File: config.mk
export PLATFORM = sky130hd
export DESIGN_NAME = velocity_scheduler
export DESIGN_NICKNAME = d
export VERILOG_FILES = /design/src/rtl/sim_pkg.sv /design/src/rtl/velocity_scheduler_angle_wrap360.sv /design/src/rtl/velocity_scheduler.sv
export SDC_FILE = /design/constraint.sdc
export NUM_CORES = 2
export LEC_CHECK = 0
export ABC_CLOCK_PERIOD_IN_PS = 10100
export BUFFER_PORTS_ARGS = -buffer_cell sky130_fd_sc_hd__buf_2
export CAP_MARGIN = 20
export CELL_PAD_IN_SITES_DETAIL_PLACEMENT = 0
export CELL_PAD_IN_SITES_GLOBAL_PLACEMENT = 1
export CORE_MARGIN = 4
export CORE_UTILIZATION = 45
export DETAILED_ROUTE_END_ITERATION = 8
export PLACE_DENSITY_LB_ADDON = 0.1
export SLEW_MARGIN = 40
export SYNTH_ARGS = -nofsm -noshare
export SYNTH_HDL_FRONTEND = slang
export SYNTH_SLANG_ARGS = --single-unit
File: constraint.sdc
create_clock -name clk -period 10.1 [get_ports clk]
set_input_delay 0.505 -clock clk [delete_from_list [all_inputs] [get_ports clk]]
set_output_delay 0.505 -clock clk [all_outputs]
set_load 0.1 [all_outputs]
File: src/rtl/sim_pkg.sv
// Shared types and constants for the velocity scheduler slice.
// Angles are whole degrees; trig values are Q1.14 sines.
package sim_pkg;

  typedef enum logic [3:0] {
    ST_IDLE    = 4'd0,
    ST_LATCH   = 4'd1,
    ST_ISSUE   = 4'd2,
    ST_WAIT    = 4'd3,
    ST_CAPTURE = 4'd4,
    ST_MUL_Y   = 4'd5,
    ST_MUL_H   = 4'd6,
    ST_MUL_X   = 4'd7,
    ST_MUL_Z   = 4'd8,
    ST_DONE    = 4'd9
  } vsched_state_t;

  localparam logic signed [10:0] DEG_90  = 11'sd90;
  localparam logic signed [10:0] DEG_360 = 11'sd360;

  localparam int unsigned TRIG_FRAC_Q14 = 32'd14;
  localparam logic [15:0] Q14_ONE       = 16'd16384;

endpackage

File: src/rtl/velocity_scheduler_angle_wrap360.sv
// Combinational degree wrap: signed angle plus offset folded into 0..359.
// Valid for sums in (-360, 720); callers keep inputs inside that range.
module angle_wrap360
  import sim_pkg::*;
(
  input  logic signed [10:0] angle,
  input  logic signed [10:0] offset,
  output logic        [8:0]  wrapped
);

  logic signed [10:0] sum_s;
  logic signed [10:0] adj_s;

  // Single-step fold of the 11-bit intermediate.
  always_comb begin
    sum_s = angle + offset;
    if (sum_s < 11'sd0) begin
      adj_s = sum_s + DEG_360;
    end else if (sum_s >= DEG_360) begin
      adj_s = sum_s - DEG_360;
    end else begin
      adj_s = sum_s;
    end
  end

  assign wrapped = 9'(adj_s);

endmodule

File: src/rtl/velocity_scheduler.sv
// Velocity poll servicer: speed/pitch/heading -> v_x, v_y, v_z using one shared
// sine-ROM port (four lookups) and one shared signed multiplier (four products).
module velocity_scheduler
  import sim_pkg::*;
#(
  parameter int TRIG_LATENCY = 1,
  parameter int TRIG_WIDTH   = 16,
  parameter int TRIG_FRAC    = int'(TRIG_FRAC_Q14),
  parameter int SPEED_MAX    = 32767,
  parameter int COORD_WIDTH  = 32,
  parameter int ANGLE_WIDTH  = 16
) (
  input  logic                          clk,
  input  logic                          reset,
  input  logic                          request_velocities,
  input  logic [COORD_WIDTH-1:0]        speed,
  input  logic [ANGLE_WIDTH-1:0]        pitch,
  input  logic [ANGLE_WIDTH-1:0]        heading,
  output logic                          velocities_ready,
  output logic                          busy,
  output logic signed [COORD_WIDTH-1:0] v_x,
  output logic signed [COORD_WIDTH-1:0] v_y,
  output logic signed [COORD_WIDTH-1:0] v_z,
  output logic                          trig_en,
  output logic [8:0]                    trig_addr,
  input  logic signed [TRIG_WIDTH-1:0]  trig_data
);

  localparam logic [2:0] WAIT_LAST = (TRIG_LATENCY > 1) ? 3'(TRIG_LATENCY - 2) : 3'd0;
  localparam logic [COORD_WIDTH-1:0] SPEED_CLAMP = COORD_WIDTH'(SPEED_MAX);

  vsched_state_t state_r, state_next_s;

  logic [1:0]                    k_r;
  logic [2:0]                    wait_cnt_r;
  logic [COORD_WIDTH-1:0]        speed_c_r;
  logic signed [10:0]            pitch_r;
  logic signed [10:0]            heading_r;
  logic signed [TRIG_WIDTH-1:0]  trig_slot_r [4];
  logic signed [COORD_WIDTH-1:0] vy_i_r;
  logic signed [COORD_WIDTH-1:0] horiz_r;
  logic signed [COORD_WIDTH-1:0] vx_i_r;

  logic                          velocities_ready_r;
  logic                          busy_r;
  logic                          trig_en_r;
  logic [8:0]                    trig_addr_r;
  logic signed [COORD_WIDTH-1:0] v_x_r, v_y_r, v_z_r;

  logic [1:0]                    lookup_idx_s;
  logic signed [10:0]            angle_sel_s;
  logic signed [10:0]            offset_s;
  logic [8:0]                    wrapped_s;
  logic signed [COORD_WIDTH-1:0] mul_a_s;
  logic signed [TRIG_WIDTH-1:0]  mul_b_s;
  logic signed [COORD_WIDTH+TRIG_WIDTH-1:0] product_s;
  logic signed [COORD_WIDTH-1:0] p_s;
  logic                          unused_angle_hi_s;

  assign unused_angle_hi_s = ^{pitch[ANGLE_WIDTH-1:11], heading[ANGLE_WIDTH-1:11]};

  // Next-state decode for the lookup/multiply sequencer.
  always_comb begin
    state_next_s = state_r;
    case (state_r)
      ST_IDLE: begin
        if (request_velocities) begin
          state_next_s = ST_LATCH;
        end else begin
          state_next_s = ST_IDLE;
        end
      end
      ST_LATCH: state_next_s = ST_ISSUE;
      ST_ISSUE: begin
        if (TRIG_LATENCY > 1) begin
          state_next_s = ST_WAIT;
        end else begin
          state_next_s = ST_CAPTURE;
        end
      end
      ST_WAIT: begin
        if (wait_cnt_r == WAIT_LAST) begin
          state_next_s = ST_CAPTURE;
        end else begin
          state_next_s = ST_WAIT;
        end
      end
      ST_CAPTURE: begin
        if (k_r == 2'd3) begin
          state_next_s = ST_MUL_Y;
        end else begin
          state_next_s = ST_ISSUE;
        end
      end
      ST_MUL_Y: state_next_s = ST_MUL_H;
      ST_MUL_H: state_next_s = ST_MUL_X;
      ST_MUL_X: state_next_s = ST_MUL_Z;
      ST_MUL_Z: state_next_s = ST_DONE;
      ST_DONE:  state_next_s = ST_IDLE;
      default:  state_next_s = ST_IDLE;
    endcase
  end

  // Address for the upcoming ISSUE; pitch comes straight from the port while it is being latched.
  always_comb begin
    if (state_r == ST_CAPTURE) begin
      lookup_idx_s = k_r + 2'd1;
    end else begin
      lookup_idx_s = 2'd0;
    end
    if (lookup_idx_s[1]) begin
      angle_sel_s = heading_r;
    end else if (state_r == ST_LATCH) begin
      angle_sel_s = $signed(pitch[10:0]);
    end else begin
      angle_sel_s = pitch_r;
    end
    if (lookup_idx_s[0]) begin
      offset_s = DEG_90;
    end else begin
      offset_s = 11'sd0;
    end
  end

  angle_wrap360 u_wrap (
    .angle   (angle_sel_s),
    .offset  (offset_s),
    .wrapped (wrapped_s)
  );

  // Shared multiplier operand select, one product per MUL state.
  always_comb begin
    mul_a_s = '0;
    mul_b_s = '0;
    case (state_r)
      ST_MUL_Y: begin
        mul_a_s = $signed(speed_c_r);
        mul_b_s = trig_slot_r[0];
      end
      ST_MUL_H: begin
        mul_a_s = $signed(speed_c_r);
        mul_b_s = trig_slot_r[1];
      end
      ST_MUL_X: begin
        mul_a_s = horiz_r;
        mul_b_s = trig_slot_r[2];
      end
      ST_MUL_Z: begin
        mul_a_s = horiz_r;
        mul_b_s = trig_slot_r[3];
      end
      default: begin
        mul_a_s = '0;
        mul_b_s = '0;
      end
    endcase
  end

  assign product_s = mul_a_s * mul_b_s;
  assign p_s       = COORD_WIDTH'(product_s >>> TRIG_FRAC);

  // Sequencer state, lookup index and latency counter.
  always_ff @(posedge clk) begin
    if (reset) begin
      state_r    <= ST_IDLE;
      k_r        <= 2'd0;
      wait_cnt_r <= 3'd0;
    end else begin
      state_r <= state_next_s;
      if (state_r == ST_LATCH) begin
        k_r <= 2'd0;
      end else if ((state_r == ST_CAPTURE) && (k_r != 2'd3)) begin
        k_r <= k_r + 2'd1;
      end else begin
        k_r <= k_r;
      end
      if (state_r == ST_WAIT) begin
        wait_cnt_r <= wait_cnt_r + 3'd1;
      end else begin
        wait_cnt_r <= 3'd0;
      end
    end
  end

  // Operand latch, trig slots and intermediate products.
  always_ff @(posedge clk) begin
    if (reset) begin
      speed_c_r <= '0;
      pitch_r   <= '0;
      heading_r <= '0;
      vy_i_r    <= '0;
      horiz_r   <= '0;
      vx_i_r    <= '0;
      for (int i = 0; i < 4; i++) begin
        trig_slot_r[i] <= '0;
      end
    end else begin
      if (state_r == ST_LATCH) begin
        speed_c_r <= (speed > SPEED_CLAMP) ? SPEED_CLAMP : speed;
        pitch_r   <= $signed(pitch[10:0]);
        heading_r <= $signed(heading[10:0]);
      end
      if (state_r == ST_CAPTURE) begin
        trig_slot_r[k_r] <= trig_data;
      end
      if (state_r == ST_MUL_Y) begin
        vy_i_r <= p_s;
      end
      if (state_r == ST_MUL_H) begin
        horiz_r <= p_s;
      end
      if (state_r == ST_MUL_X) begin
        vx_i_r <= p_s;
      end
    end
  end

  // Registered outputs, decoded from the next state so they align with the state itself.
  always_ff @(posedge clk) begin
    if (reset) begin
      velocities_ready_r <= 1'b0;
      busy_r             <= 1'b0;
      trig_en_r          <= 1'b0;
      trig_addr_r        <= 9'd0;
      v_x_r              <= '0;
      v_y_r              <= '0;
      v_z_r              <= '0;
    end else begin
      velocities_ready_r <= (state_next_s == ST_DONE);
      busy_r             <= (state_next_s != ST_IDLE);
      trig_en_r          <= (state_next_s == ST_ISSUE);
      if (state_next_s == ST_ISSUE) begin
        trig_addr_r <= wrapped_s;
      end
      if (state_r == ST_MUL_Z) begin
        v_x_r <= vx_i_r;
        v_y_r <= vy_i_r;
        v_z_r <= -p_s;
      end
    end
  end

  assign velocities_ready = velocities_ready_r;
  assign busy             = busy_r;
  assign trig_en          = trig_en_r;
  assign trig_addr        = trig_addr_r;
  assign v_x              = v_x_r;
  assign v_y              = v_y_r;
  assign v_z              = v_z_r;

endmodule

# Yosys cells after proc, flatten, opt, wreduce, memory -nomap -nowiden
# Memory sizes are Yosys's and may differ from the RTL's.
# Index checks and enable logic that the tools add are counted.
# totals
ff_bits,267
mem_bits_rw,64
input_bits,83
out_inout_bits,108
word_cells,70
mem_count,1
# mem_list
memory,depth,width,read_ports,rd_ports_with_merged_regs,write_ports,line,text
trig_slot_r,4,16,4,0,4,velocity_scheduler.sv:39,logic signed [TRIG_WIDTH-1:0] trig_slot_r [4];
# classes
addsub,6
n_mul,1
magnitude_cmp,3
eq_ne,12
muxes,21
bitwise_logic,1
n_reduce_logical,9
# ops
op,count
$pmux W16 S4,1
$pmux W32 S2,1
$mul A32 B16 Y46,1
$pmux W4 S9,1
$gt A32 B15 Y1 const B,1
$mux W32,1
$neg A32 Y32,1
$mux W11,2
$mux W9,2
$eq A4 B3 Y1 const B,4
$mux W16,1
$reduce_or A16 Y1,1
$eq A4 B2 Y1 const B,3
$add A11 B8 Y11,1
$ge A11 B10 Y1 const B,1
$lt A11 B1 Y1 const B,1
$add A9 B9 Y9 const B,1
$sub A9 B9 Y9 const B,1
$eq A4 B4 Y1 const B,2
$reduce_or A2 Y1,4
$mux W1,7
$mux W7,1
$mux W3,2
$eq A4 B1 Y1 const B,1
other kinds (10),11

# Depth between registers and ports, before layout
# depth
word_depth,7
depth_mapped,37
ltp_nobuf,30

# By module
# A second synthesis with hierarchy kept.
# hier_totals
hier_cells,3744
hier_area_um2,31826.8
# modules_own_cells
mod,n_inst,cells_each,area_each_um2,seq_area_each_um2
velocity_scheduler,1,3647,31074.8,7267.0
angle_wrap360,1,97,752.0,0.0

# Worst setup path before layout
# Ideal clock, no wire load.
# synth_timing
path_type,register -> register
start,register state_r[2]
end,"register v_z_r[28], in the netlist v_z[28]"
setup_ns,0.122
t_arrival_ns,9.034
required_time_ns,9.978
path_slack_ns,0.944
stages_incl_launch_ff,35
n_path_buf,7
period_less_slack_ns,9.156
path_cell_list,dfxtp_1 -> buf_2 -> buf_2 -> nor4bb_1 -> clkbuf_1 -> clkbuf_1 -> a222oi_1 -> nand2_1 -> clkbuf_1 -> buf_1 -> nand2_1 -> fa_1 -> inv_1 -> fa_1 -> inv_1 -> fa_1 -> inv_1 -> fa_1 -> fa_1 -> inv_1 -> fa_1 -> inv_1 -> ha_1 -> clkbuf_1 -> and4_1 -> nand3_1 -> or4_1 -> nor4_1 -> o21ai_0 -> nor3b_1 -> a2111oi_0 -> nor4b_2 -> nand4_4 -> o31a_1 -> a311o_1
# synth_via
elab_chain_cells,5
word_cells_on_any_way,10
cone_classes,1 x add/sub; 1 x mul; 4 x eq/ne; 2 x mux; 2 x reduce/logical
# synth_rtl
item,line,text
from (decl),velocity_scheduler.sv:32,"vsched_state_t state_r, state_next_s;"
from (signal assigned),velocity_scheduler.sv:169,state_r <= state_next_s;
$eq A4 B3 Y1 or $eq A4 B4 Y1 (tied branches),"velocity_scheduler.sv:135, velocity_scheduler.sv:235",
$reduce_or A2 Y1 (no line),-,
$pmux W32 S2,velocity_scheduler.sv:135,case (state_r)
$mul A32 B16 Y46,velocity_scheduler.sv:159,assign product_s = mul_a_s * mul_b_s;
$neg A32 Y32,velocity_scheduler.sv:238,v_z_r <= -p_s;
to (signal assigned),velocity_scheduler.sv:238,
to (decl),velocity_scheduler.sv:48,"logic signed [COORD_WIDTH-1:0] v_x_r, v_y_r, v_z_r;"
# Parallel ways exist; a longest one is shown, timed or not.
# A chain may end at the register's enable or synchronous reset.

# Worst setup path after layout
# layout_timing
start,register state_r[3]
end,"register v_z_r[17], in the netlist v_z[17]"
# The elaborated chain is that of the path after synthesis.

==> flow_summary.toml <==
[synthesis]
async_flop_share_pct = 0
synth_warnings = 0
ys_seq_area_share_pct = 22.8
synth_fp_nets = 4453
ys_types = 87
syn-cell-area_um2 = 31800
ys_seq_elements = 331
avgSynthCellArea_um2 = 8.42
synth-edff-count = 64
synthFlopType = "dfxtp_1"
netlist_instances = 3779

[placement]
port_buffers = 180
dpl.hpwl_um = 79300
gp_congestion = 0.915
pre_cts_ws_ns = 0.422

[finish]
n_fill_cell = 6891
area_delta_synth_final_pct = 11.9
finalNetCount = 4604
post-route-util_pct = 50.8
drive_gt1_share_pct = 10.8
antenna_cells = 0

[routing]
drt_first_pass_iters = 5
viasPerCell = 5.32
wl_um = 101000
vias = 26100
wl_per_cell_um = 20.5
ant_nets = 0
drtIter0Drc = 1995
drc = 0

[sta]
report.final.slew_viol_count = 0
finalCriticalPeriod_ns = 9.67
finalCritPeriodShare_pct = 95.7
finalHoldViolations = 0
setup_tns_ns = 0
setup_slack_ns = 0.430
worst_slew_pin_slew_ns = 0.835
setup_viol = 0
finClkSkew_ns = 0.0381
fmax_ghz = 0.103
relSlewSlack_pct = 44.2
rsz0062_at_grt = "false"

[worst_setup_path]
cp_common_cell = "fa_1"
required_ns = 10.62
r2r.worst_path.cells = 27
slowest_stage = "or4_1"
crit_fanout = 62
path_buf_inv = 5
path_delay_family = "adder cells"
cp_num_cells = 27
start_kind = "flip-flop"
cp.arrival_ns = 10.19
end_kind = "flip-flop"
criticalPathCategory = "flip-flop to flip-flop"
slowest_delay_ns = 0.65

[clock_network]
clkSlewWorstSetupHoldPaths_ns = 0.06
cts-buffers-inserted = 40
clock_latency_ns = 0.60
htreeDepth = 2
tritoncts = "yes"
cts.path.max_buffers = 3
clock-sinks = 331
cts.hold.buffers_added = 0
cts-root-buf = "clkbuf_16"

[status]
status = "finished, final reports clean"

[power_and_ir_drop]
p_leak_nw = 16.0
p_total_mw = 3.25
p_per_area_nw_per_um2 = 91.5
peakVddDrop_uv = 119

[floorplan]
initial_core_util_pct = 45.4
dieHeight_um = 274
die_area_um2 = 75000
core.rowCount = 97
coreArea_um2 = 70000
fp.dieW_um = 274
ioPinCount = 191

[global_route]
grt_pass1_wl_um = 158000
antenna_found_initial = 1
grt.total_usage_pct = 27.4
grt_pass1_vias = 26700
grt_start_max_net_pins = 90
overflow = 0

[flow_run]
maxCapViolCount = 0

[hold_path]
holdCritPathClass = "input port to flip-flop"
hold_path_depth = 3
[metal layers]
metal / vias up / wire length, um / track usage [%]
met1: 12900 / 46900 / 39.9
met2: 755 / 43800 / 41.9
met4: 2 / 2760 / 7.00
met5: - / 13 / 0
met3: 127 / 7230 / 5.84
li1: 12300 / - / -
[cell type report]
type                       instances  area (um^2)  area share, %
clock buffer                      52         1100           3.08
timing repair buffer             315         1950           5.48
inverter                         595         2230           6.28
multi-input combinational       2647        21600           60.8
tap                              940         1180           3.31
sequential                       331         7270           20.4
clock inverter                    19          223          0.626
[state kept, by name (all words and copies together), names as in the netlist, 3 cells and up]
register,cells
heading_r,11
horiz_r,32
pitch_r,11
speed_c_r,32
state_r,4
trig_addr,9
trig_slot_r,64
v_x,32
v_y,32
v_z,32
vx_i_r,32
vy_i_r,32
wait_cnt_r,3
[worst paths after layout]
path              start      endpoint  slack, ns
max          state_r[3]       v_z[17]       0.43
max reg2reg  state_r[3]       v_z[17]       0.43
min reg2reg   vy_i_r[7]        v_y[7]       0.44
min            speed[4]  speed_c_r[4]       0.15
[kinds of logic (layout without fill, tap and decap cells)]
| group | count (synthesis) | count (layout) | synth area share, % |
|---|---|---|---|
| mux | 24 | 24 | 0.759 |
| fa+ha+maj | 591 | 591 | 34.4 |
| flops | 331 | 331 | 22.8 |
| buf+inv | 801 | 981 | 9.52 |
| xor+xnor | 64 | 64 | 1.76 |
| compound gates | 553 | 553 | 11.1 |
| simple gates | 1415 | 1415 | 19.6 |
[cells in the mapped netlist, types with 5 or more instances]
| library cell | count | area, um^2 |
|---|---|---|
| a2111oi_0 | 5 | 43.8 |
| a211oi_1 | 37 | 278 |
| a21o_1 | 31 | 233 |
| a21oi_1 | 250 | 1250 |
| a22o_1 | 31 | 272 |
| a22oi_1 | 30 | 225 |
| a31oi_1 | 8 | 50.1 |
| and2_1 | 82 | 513 |
| and3_1 | 35 | 219 |
| and4_1 | 19 | 166 |
| buf_1 | 10 | 37.5 |
| buf_2 | 9 | 45.0 |
| clkbuf_1 | 185 | 694 |
| dfxtp_1 | 267 | 5350 |
| edfxtp_1 | 64 | 1920 |
| fa_1 | 471 | 9430 |
| ha_1 | 120 | 1500 |
| inv_1 | 594 | 2230 |
| mux2i_1 | 23 | 230 |
| nand2_1 | 719 | 2700 |
| nand2b_1 | 7 | 43.8 |
| nand3_1 | 34 | 170 |
| nand4_1 | 26 | 163 |
| nor2_1 | 372 | 1400 |
| nor3_1 | 34 | 170 |
| nor3b_1 | 5 | 37.5 |
| nor4_1 | 19 | 119 |
| o211ai_1 | 11 | 82.6 |
| o21a_1 | 9 | 67.6 |
| o21ai_0 | 57 | 285 |
| o21bai_1 | 8 | 60.1 |
| o22ai_1 | 6 | 37.5 |
| o31ai_1 | 13 | 97.6 |
| or2_2 | 8 | 50.1 |
| or3_1 | 10 | 62.6 |
| or4_1 | 12 | 90.1 |
| xnor2_1 | 45 | 394 |
| xor2_1 | 19 | 166 |
[power by group]
group / leakage (nW) / internal, mW / switching (mW)
Clock: 0.649 / 0.829 / 0.625
Sequential: 2.82 / 1.38 / 0.0272
Combinational: 12.5 / 0.123 / 0.267
Total: 16.0 / 2.33 / 0.920
[through the flow]
step,area [um^2],instances,hold WS [ns]
floorplan,31800,3779,0.417
global placement,34200,4824,0.429
detailed placement,34200,4828,0.442
CTS,35500,4899,0.117
global route,35600,4899,0.149
finish,35600,4899,0.146
[cell usage in the layout, fill, tap and decap left out, types with 23 or more instances in the layout]
cell,count
fa_1,471
inv_1,593
o21ai_0,55
nor2_1,371
a22o_1,31
nand4_1,26
a211oi_1,37
buf_4,129
nand2_1,718
nand3_1,34
nor3_1,32
a21o_1,31
clkbuf_16,40
buf_2,181
a21oi_1,249
mux2i_1,23
a22oi_1,30
edfxtp_1,64
dfxtp_1,266
and3_1,35
and2_1,82
ha_1,120
xnor2_1,43
[repair_timing]
item / in CTS / in global routing
endpoints found under the setup margin: 0 / 8
setup buffers: 0 / 0
gates resized for setup: 0 / 4
[tightest hold or removal path, delay by kind of cell]
family / cells / cell delay, ns
and+or+nand+nor: 2 / 0.09
buffers and inverters: 1 / 0.07
Power figures use the tool's default switching activity.
